`src/rtl/plot_pkg.sv`:
```
// plot_pkg: shared coordinate widths, screen size, pixel record and clear-FSM states.
package plot_pkg;
  localparam int COORD_W = 8;
  localparam int SCREEN_W = 160;
  localparam int SCREEN_H = 120;
  localparam int PIX_COLOR_W = 3;
  typedef struct packed {
    logic [COORD_W-1:0]     x;
    logic [COORD_W-1:0]     y;
    logic [PIX_COLOR_W-1:0] color;
  } pixel_t;
  typedef enum logic [1:0] {IDLE, DRAIN, CLEAR} clr_state_t;
endpackage

```
`src/rtl/plot_fifo.sv`:
```
// plot_fifo: synchronous pixel FIFO with a combinational head output.
module plot_fifo
  import plot_pkg::*;
#(
  parameter int DEPTH = 16
) (
  input  logic                    clk,
  input  logic                    reset,
  input  logic                    push_i,
  input  logic                    pop_i,
  input  pixel_t                  din_i,
  output pixel_t                  dout_o,
  output logic [$clog2(DEPTH):0]  count_o,
  output logic                    full_o,
  output logic                    empty_o
);
  localparam int AW = $clog2(DEPTH);
  pixel_t        mem_q [DEPTH];
  logic [AW-1:0] wr_q, rd_q;
  logic [AW:0]   cnt_q;
  always_ff @(posedge clk) begin
    if (!reset) begin
      wr_q  <= '0;
      rd_q  <= '0;
      cnt_q <= '0;
    end else begin
      wr_q  <= push_i ? wr_q + 1'b1 : wr_q;
      rd_q  <= pop_i ? rd_q + 1'b1 : rd_q;
      cnt_q <= cnt_q + (AW+1)'(push_i) - (AW+1)'(pop_i);
    end
  end
  always_ff @(posedge clk) if (push_i) mem_q[wr_q] <= din_i;
  assign dout_o  = mem_q[rd_q];
  assign count_o = cnt_q;
  assign full_o  = cnt_q == (AW+1)'(DEPTH);
  assign empty_o = cnt_q == '0;
endmodule

```
`src/rtl/pixel_plot_queue.sv`:
```
// pixel_plot_queue: buffers processor pixel writes and replays them to the framebuffer,
// with a sequencer that sweeps the whole frame in one colour between queued pixels.
module pixel_plot_queue
  import plot_pkg::*;
#(
  parameter int DEPTH   = 16,
  parameter int WIDTH   = SCREEN_W,
  parameter int HEIGHT  = SCREEN_H,
  parameter int COLOR_W = PIX_COLOR_W
) (
  input  logic               clk,
  input  logic               reset,
  input  logic [COORD_W-1:0] x_in,
  input  logic [COORD_W-1:0] y_in,
  input  logic [COLOR_W-1:0] color_in,
  input  logic               plot_in,
  input  logic               clear_req,
  input  logic [COLOR_W-1:0] clear_color,
  output logic [COORD_W-1:0] fb_x,
  output logic [COORD_W-1:0] fb_y,
  output logic [COLOR_W-1:0] fb_color,
  output logic               fb_we,
  input  logic               fb_ready,
  output logic               full,
  output logic               busy,
  output logic               overflow
);
  localparam int CW = $clog2(DEPTH);
  clr_state_t         state_q, state_d;
  logic [COORD_W-1:0] fb_x_q, fb_x_d, fb_y_q, fb_y_d;
  logic [COLOR_W-1:0] fb_c_q, fb_c_d, clr_c_q, clr_c_d;
  logic               fb_we_q, fb_we_d, ovf_q, ovf_d;
  pixel_t             din, head;
  logic [CW:0]        fifo_cnt, total;
  logic               fifo_full, fifo_empty, staged, xfer, legal, push, load, pop, row_end, last;
  assign din = '{x: x_in, y: y_in, color: color_in};
  plot_fifo #(.DEPTH(DEPTH)) u_fifo (
    .clk(clk), .reset(reset), .push_i(push), .pop_i(pop), .din_i(din), .dout_o(head),
    .count_o(fifo_cnt), .full_o(fifo_full), .empty_o(fifo_empty)
  );
  // Occupancy counts the staged queued pixel, so capacity is DEPTH including the output stage.
  assign xfer    = fb_we_q & fb_ready;
  assign staged  = fb_we_q & (state_q != CLEAR);
  assign total   = fifo_cnt + (CW+1)'(staged);
  assign legal   = plot_in & (x_in < COORD_W'(WIDTH)) & (y_in < COORD_W'(HEIGHT));
  assign push    = legal & ((total < (CW+1)'(DEPTH)) | (xfer & staged)) & (~fifo_full | pop);
  assign load    = (state_q == IDLE) & (~fb_we_q | xfer);
  assign pop     = load & ~fifo_empty;
  assign row_end = fb_x_q == COORD_W'(WIDTH-1);
  assign last    = row_end & (fb_y_q == COORD_W'(HEIGHT-1));
  // During CLEAR the fb_x/fb_y registers double as the sweep counters.
  always_comb begin
    state_d = state_q;
    fb_x_d  = pop ? head.x : fb_x_q;
    fb_y_d  = pop ? head.y : fb_y_q;
    fb_c_d  = pop ? head.color : fb_c_q;
    fb_we_d = fb_we_q;
    clr_c_d = clr_c_q;
    ovf_d   = ovf_q | (legal & ~push);
    case (state_q)
      IDLE: begin
        fb_we_d = load ? ~fifo_empty : fb_we_q;
        state_d = clear_req ? DRAIN : IDLE;
        clr_c_d = clear_req ? clear_color : clr_c_q;
      end
      DRAIN: begin
        fb_we_d = ~fb_we_q | ~fb_ready;
        state_d = fb_we_q ? DRAIN : CLEAR;
        fb_x_d  = fb_we_q ? fb_x_q : '0;
        fb_y_d  = fb_we_q ? fb_y_q : '0;
        fb_c_d  = fb_we_q ? fb_c_q : clr_c_q;
      end
      CLEAR: begin
        fb_x_d  = ~xfer ? fb_x_q : row_end ? '0 : fb_x_q + 1'b1;
        fb_y_d  = (xfer & row_end) ? fb_y_q + 1'b1 : fb_y_q;
        fb_we_d = ~(xfer & last);
        state_d = (xfer & last) ? IDLE : CLEAR;
      end
      default: state_d = IDLE;
    endcase
  end
  always_ff @(posedge clk) begin
    if (!reset) begin
      state_q <= IDLE;
      fb_x_q  <= '0;
      fb_y_q  <= '0;
      fb_c_q  <= '0;
      fb_we_q <= 1'b0;
      clr_c_q <= '0;
      ovf_q   <= 1'b0;
    end else begin
      state_q <= state_d;
      fb_x_q  <= fb_x_d;
      fb_y_q  <= fb_y_d;
      fb_c_q  <= fb_c_d;
      fb_we_q <= fb_we_d;
      clr_c_q <= clr_c_d;
      ovf_q   <= ovf_d;
    end
  end
  assign fb_x     = fb_x_q;
  assign fb_y     = fb_y_q;
  assign fb_color = fb_c_q;
  assign fb_we    = fb_we_q;
  assign full     = total == (CW+1)'(DEPTH);
  assign busy     = state_q != IDLE;
  assign overflow = ovf_q;
endmodule
```
`config.mk`:
```
export PLATFORM = sky130hd
export DESIGN_NAME = pixel_plot_queue
export DESIGN_NICKNAME = d
export VERILOG_FILES = /design/src/rtl/plot_pkg.sv /design/src/rtl/plot_fifo.sv /design/src/rtl/pixel_plot_queue.sv
export SDC_FILE = /design/constraint.sdc
export NUM_CORES = 1
export LEC_CHECK = 0
export CAP_MARGIN = 20
export CORE_MARGIN = 8
export CORE_UTILIZATION = 55
export CTS_CLUSTER_DIAMETER = 100
export DETAILED_ROUTE_END_ITERATION = 16
export PLACE_DENSITY = 0.73
export REMOVE_ABC_BUFFERS = 1
export SETUP_SLACK_MARGIN = 0.05
export SLEW_MARGIN = 0
export SYNTH_ARGS = -nofsm -noshare
export SYNTH_HDL_FRONTEND = slang
export SYNTH_SLANG_ARGS = --single-unit
```
`constraint.sdc`:
```
create_clock -name clk -period 3 [get_ports clk]
set_input_delay 0.45 -clock clk [delete_from_list [all_inputs] [get_ports clk]]
set_output_delay 0.45 -clock clk [all_outputs]
set_load 0.02 [all_outputs]
```
### Yosys cells after proc, flatten, opt, wreduce, memory -nomap -nowiden

Memories as Yosys holds them, arrays and structs flattened. A register that Yosys moved wholly into a read port is not among the register bits.
Index checks and enable logic that the tools add are counted.

* reduce and logical (&&, ||, !) cells: 11
* bitwise gates (word level): 24
* $add $sub $neg: 7
* shifts and indexed selects: 0
* magnitude comparators: 3
* div/mod/pow operators: 0
* muxes and demuxes: 21
* equal/unequal tests: 11
* multipliers: 0

Operator list (number)
* 8-bit two-way mux: 6
* 8-bit one-hot mux with 2 select lines: 2
* 8-bit by 1-bit adder with 8-bit output, second input constant: 2
* 1-bit bitwise AND: 13
* 5-bit by 1-bit adder with 5-bit output: 2
* 5-bit == test, second input constant: 2
* 2-bit inequality test, second input constant: 5
* 3-bit two-way mux: 3
* 4-bit by 1-bit adder with 4-bit output, second input constant: 2
* 8-bit by 7-bit == test with 1-bit output, second input constant: 1
* 8-bit == test, second input constant: 1
* 8-bit by 7-bit less-than comparator with 1-bit output, second input constant: 1
* 8-bit less-than comparator, second input constant: 1
* 4-bit two-way mux: 2
* 1-bit NOT: 6
* 2-bit one-hot mux with 3 select lines: 1
* 2-bit AND reduction: 3
* 3-bit AND reduction: 2
* 3-bit nonzero test: 2
* 5-bit zero test: 1
* 5-bit less-than comparator, second input constant: 1
* 1-bit bitwise OR: 5
* 5-bit by 1-bit subtractor with 5-bit output: 1
* 1-bit two-way mux: 4
* 6 further kinds: 8

* RAM bits: 304
* bits in registers: 39
* bits in latches: 0
* word-level logic and storage cells: 88
* ROM bits: 0
* output and inout port bits: 23
* input port bits: 27
* memories: 1

Memory list
* u_fifo.mem_q: depth 16, bits a word 19, read ports 1, clocked after Yosys merged registers in 1, wr ports 1, RTL line plot_fifo.sv:18 `pixel_t mem_q [DEPTH];`

### Depth between registers and ports, before layout

* depth in word-level cells: 10
* depth in mapped cells: 17
* depth with buffers taken out: 16

### By module

A second synthesis with hierarchy kept.

* cell total of the unflattened synthesis: 785
* area total of the unflattened synthesis: 13972.2 um2

By module, submodules not included
* plot_fifo: instances 1, cells an instance 564, sequential area each 9469.1 um2, area each 12286.8 um2
* pixel_plot_queue: instances 1, cells an instance 221, sequential area each 520.5 um2, area each 1685.4 um2

### Least setup slack after synthesis

No wires, ideal clock.

* path kind: register to register
* start: register state_q[0]
* end: memory u_fifo.mem_q[10][0] in the netlist's numbering, enable pin
* library setup time: 0.395 ns
* arrival time: 2.863 ns
* setup slack: -0.258 ns
* path buffers: 1
* clock period less this slack: 3.258 ns
* stages on the path, launching flop included: 12
* required time: 2.605 ns
* cell sequence: dfxtp_1 -> inv_1 -> ha_1 -> buf_2 -> nor2_1 -> ha_1 -> ha_1 -> nand2_1 -> xnor2_1 -> a211oi_4 -> nand3b_1 -> nor2_1

* longest elaborated chain between the ends: 9
* elaborated cells between the ends (all ways): 14
* those cells by class: add/sub (1); order compare (1); eq/ne (1); mux (2); bitwise (8); reduce/logical (1)

RTL lines
* from (decl): RTL line pixel_plot_queue.sv:29 `clr_state_t state_q, state_d;`
* from (signal assigned): RTL line pixel_plot_queue.sv:92 `state_q <= state_d;`
* 2-bit inequality test: RTL line pixel_plot_queue.sv:43 `assign staged = fb_we_q & (state_q != CLEAR);`
* 1-bit bitwise AND: RTL line pixel_plot_queue.sv:43
* 5-bit by 1-bit adder with 5-bit output: RTL line pixel_plot_queue.sv:44 `assign total = fifo_cnt + (CW+1)'(staged);`
* 5-bit less-than comparator: RTL line pixel_plot_queue.sv:46 `assign push = legal & ((total < (CW+1)'(DEPTH)) | (xfer & staged)) & (~fifo_full | pop);`
* 1-bit bitwise OR: RTL line pixel_plot_queue.sv:46
* 1-bit bitwise AND: RTL line pixel_plot_queue.sv:46
* 1-bit bitwise AND *: RTL line pixel_plot_queue.sv:46
* via push: RTL line pixel_plot_queue.sv:35 `logic fifo_full, fifo_empty, staged, xfer, legal, push, load, pop, row_end, last;`
* 1-bit two-way mux *: RTL line plot_fifo.sv:32 `always_ff @(posedge clk) if (push_i) mem_q[wr_q] <= din_i;`
* 1-bit two-way mux (implied by the code) *: RTL line plot_fifo.sv:32
* to (decl): RTL line plot_fifo.sv:18

The timed path passes the listed nets; every way through them passes the cells marked *.

### Worst setup path after layout

* start: register u_fifo.cnt_q[3], in the netlist u_fifo.count_o[3]
* end: register u_fifo.cnt_q[4], in the netlist u_fifo.count_o[4]

* longest elaborated chain between the ends: 7
* elaborated cells between the ends (all ways): 13
* those cells by class: add/sub (3); order compare (1); eq/ne (1); bitwise (7); reduce/logical (1)

RTL lines
* from (decl): RTL line plot_fifo.sv:20 `logic [AW:0] cnt_q;`
* from (signal assigned): RTL line plot_fifo.sv:29 `cnt_q <= cnt_q + (AW+1)'(push_i) - (AW+1)'(pop_i);`
* 5-bit zero test *: RTL line plot_fifo.sv:36 `assign empty_o = cnt_q == '0;`
* 1-bit NOT *: RTL line pixel_plot_queue.sv:48 `assign pop = load & ~fifo_empty;`
* 1-bit bitwise AND *: RTL line pixel_plot_queue.sv:48
* via pop: RTL line pixel_plot_queue.sv:35
* 1-bit bitwise OR: RTL line pixel_plot_queue.sv:46
* 1-bit bitwise AND: RTL line pixel_plot_queue.sv:46
* 5-bit by 1-bit adder with 5-bit output: RTL line plot_fifo.sv:29
* 5-bit by 1-bit subtractor with 5-bit output *: RTL line plot_fifo.sv:29

Marks and branches as above.
A chain may end at the register's enable or synchronous reset.

==> impl_results.md <==
- H-tree level count: 2
- Synth-to-layout area growth: 18.5%
- Clk pin slew, worst setup/hold paths: 0.06 ns
- Met1 Wirelength: 13000 µm
- Top-count cell post-synth: edfxtp_1
- Worst Setup Slack, final: 0.110 ns
- Hold_sp: clr_c_q[0]$_SDFFE_PN0P_
- Worst hold endpoint: clr_c_q[0]$_SDFFE_PN0P_
- PwrDens: 791 nW/µm²
- Post-synthesis mux area share: 14.0%
- Post-synthesis compound-gate area fraction: 4.53%
- Horiz. Die Dim: 177 µm
- Largest net degree at the start of global routing: 37
- Wire length on met2: 16900 µm
- Top FF cell, synth: edfxtp_1
- Arr. time, crit path: 3.32 ns
- Die Area: 31200 µm²
- WS Path Type: reg2reg
- Synth area leaders: edfxtp_1 64%, mux4_2 11%, dfxtp_1 6.1%, mux2i_1 2.9%, ha_1 1.9%
- Final net count: 974
- WL/cell: 26.2 µm
- Critical Path RT: 3.43 ns
- PortBufs: 49
- Core area: 25300 µm²
- XOR/XNOR share of the synthesized area: 0.741%
- Antenna violations before repair: 0
- Slowest cell on the critical path: or4b_4
- Final min period: 2.89 ns
- Pre-antenna DRT Iters: 6
- # diodes: 0
- Max Fclk: 346 MHz
- EDFF count, synth: 304
- GPL Wtd Cong: 0.920
- WHS Path Cells: 2
- Period utilisation layout: 96.3%
- Core Util, Final: 66.6%
- Main combinational cell family by area after synthesis: multiplexers
- Setup_tns: 0 ns
- Cells on worst reg2reg path: 14
- Initial Utilization: 56.2%
- Chip Height: 177 µm
- Reg area: 10000 µm²
- Reg2reg end: u_fifo.count_o[4]$_SDFF_PN0_
- RSZ-0062 raised after global routing: true
- Final hold viol count: 0
- DRT antenna net count: 0
- Vias per Instance: 6.23
- CP max stage delay: 0.50 ns
- Max Cap Viol: 0
- Footprint of the multi-input gates: 3960 µm²
- CTS tree: done
- Vias in the first global route: 8255
- Worst path cell trace: inv_1 -> ha_1 -> or4b_4 -> nor3b_2 -> ha_1 -> inv_1 -> ha_2 -> inv_1 -> fa_2 -> inv_1 -> a21oi_2 -> nor2_2 -> or3_1 -> a21oi_1
- Std-Cell Rows: 58
- Adder-cell share of the synthesized area: 2.08%
- VDD IR max: 0.000424 V
- CP Launch Type: register
- Syn Std Cell Area: 14200 µm²
- First-pass GRT wire length: 50100 µm
- Seq cells post-synth: 347
- Initial DRC count: 954
- Worst r2r src: u_fifo.count_o[3]$_SDFF_PN0_
- Min Hold Slack: 0.465 ns
- # clock sinks: 347
- Vias: 7964
- Yosys top cell area share: 64.4%
- Worst rel slew slack: 45.1%
- Asr flop ratio synth: 0%
- Slew at the pin closest to its max-slew limit: 0.818 ns
- Leakage power: 5.48 nW
- Total gr overflow: 0
- Biggest area consumer among synthesized cells: edfxtp_1
- Sequential area share after synthesis: 70.4%
- Clock root buffer: clkbuf_16
- R2r setup slk: 0.11 ns
- Total track usage: 21.2%
- Slew Viols, Final: 0
- Setup violations, final: 0
- Synth top cells by count: 304 x edfxtp_1, 68 x mux4_2, 45 x nor2_1
- Filler cells: 1650
- Dpl ws: -0.0245 ns
- CP bufs+invs: 4
- Area fraction in and, or, nand and nor cells after synthesis: 6.13%
- Netlist cell types: 62
- Synthesized instance count: 808
- Wire length on met3: 2320 µm
- CP max FO: 4
- Layout cell share with drive strength beyond 1: 22.7%
- CTS max path bufs: 3
- Outcome: complete, no violations
- Cts hold-fix bufs: 0
- Mean post-synth cell area: 17.6 µm²
- DP HPWL: 21400 µm
- Top Ports: 50
- DRT Wirelength: 33500 µm
- Crit. End Element: register
- Critical path's top delay family: simple AND/OR/NAND/NOR gates
- Worst skew pair latency: 0.51 ns
- HP Class: reg2reg
- Clock Skews: 0.0132 ns
- Yosys warns: 0
- Final routed DRC violation total: 0
- Max Used Layer: met4
- CTS buffer count: 35
- Cell mode on critical path: inv_1
worst max path at each step:
| stage | to | startpoint | slack (ns) | cells past startpoint |
|---|---|---|---|---|
| after global placement | u_fifo.mem_q[2][15]$_DFFE_PP_ | x_in[6] | 0.06 | 10 |
| after floorplan | fb_x[7]$_SDFFE_PN0P_ | register | -1.59 | 4 |
| after detailed placement | u_fifo.count_o[4]$_SDFF_PN0_ | x_in[6] | -0.02 | 13 |
| after global routing | u_fifo.count_o[4]$_SDFF_PN0_ | u_fifo.count_o[3]$_SDFF_PN0_ | 0.01 | 14 |
| after CTS | u_fifo.count_o[4]$_SDFF_PN0_ | u_fifo.count_o[3]$_SDFF_PN0_ | 0.06 | 14 |
| final | u_fifo.count_o[4]$_SDFF_PN0_ | u_fifo.count_o[3]$_SDFF_PN0_ | 0.11 | 14 |
registers in the layout, indices dropped and copies added, names as in the netlist, 2 cells and up, named ones only:
| register | cells |
|---|---|
| u_fifo.mem_q | 304 |
| u_fifo.rd_q | 4 |
| fb_color | 3 |
| state_q | 2 |
| fb_y | 8 |
| u_fifo.wr_q | 4 |
| fb_x | 8 |
| clr_c_q | 3 |
| u_fifo.count_o | 5 |
stage by stage:
stage / power (mW) / cells / area [µm²]
4_1_cts: 13.3 / 1272 / 16600
3_5_place_dp: 9.16 / 1210 / 15500
5_1_grt: 13.8 / 1279 / 16800
2_1_floorplan: 7.97 / 772 / 14000
6_report: 13.3 / 1279 / 16800
3_3_place_gp: 9.05 / 1210 / 15500
placed cells by master (no fill, tap or decap), types with 5 or more instances in the layout:
cell and n:
clkinv_2 6, mux2i_1 41, and3_1 8, edfxtp_1 304, and2_1 9, buf_12 17
buf_4 43, a32o_1 6, nor2_1 40, ha_1 19, xor2_1 6, nor2b_1 17
dfxtp_1 39, a211oi_1 7, clkdlybuf4s50_1 48, inv_1 21, xnor2_1 5, clkbuf_1 9
o21ai_0 16, nand2b_1 7, nor4_1 6, clkbuf_16 41, nand3_1 12, o22ai_1 8
clkinv_1 8, nand2_1 31, a21oi_1 16, nor3_1 7, mux4_2 68
cell type report:
cell class                 count  share of cell area [%]
clock inverter                16                   0.744
sequential                   347                    59.5
timing repair buffer         115                    7.56
clock buffer                  46                    5.71
inverter                      22                   0.491
tap                          330                    2.46
multi-input combinational    403                    23.5
per-layer routing:
layer | GRT usage (%) | up-vias
li1 | - | 3435
met1 | 27.2 | 4057
met2 | 36.4 | 386
met3 | 3.44 | 86
met4 | 7.22 | 0
met5 | 0 | -
cells by family (layout without fill, tap and decap cells):
family                     count (synthesis)  in the layout
AOI/OAI and AO/OA                         88             88
xor gates and xnor gates                  12             12
adders and majority gates                 23             23
buffers and inverters                     58            199
DFF                                      347            347
muxes                                    113            113
and+or+nand+nor                          167            167
worst register-to-register path, stage by stage (launching register included):
cell and delay, ns:
dfxtp_2 0.34, inv_1 0.09, ha_1 0.17, or4b_4 0.50, nor3b_2 0.19, ha_1 0.27
inv_1 0.04, ha_2 0.17, inv_1 0.08, fa_2 0.21, inv_1 0.06, a21oi_2 0.18
nor2_2 0.07, or3_1 0.34, a21oi_1 0.14
repair_timing:
action                     CTS  global route
pin swaps                    0             3
buffers inserted             0             3
setup endpoints to repair    2           130
cloned                       0             4
gates resized for setup      2            23
where the power goes:
part           total (mW)  internal [mW]  leakage (nW)  switching (mW)
Sequential           5.82           5.46          3.09           0.360
Combinational        3.33           1.63          1.86            1.71
Clock                4.14           2.42         0.533            1.72
No activity file was read; power rests on OpenSTA's default activity.
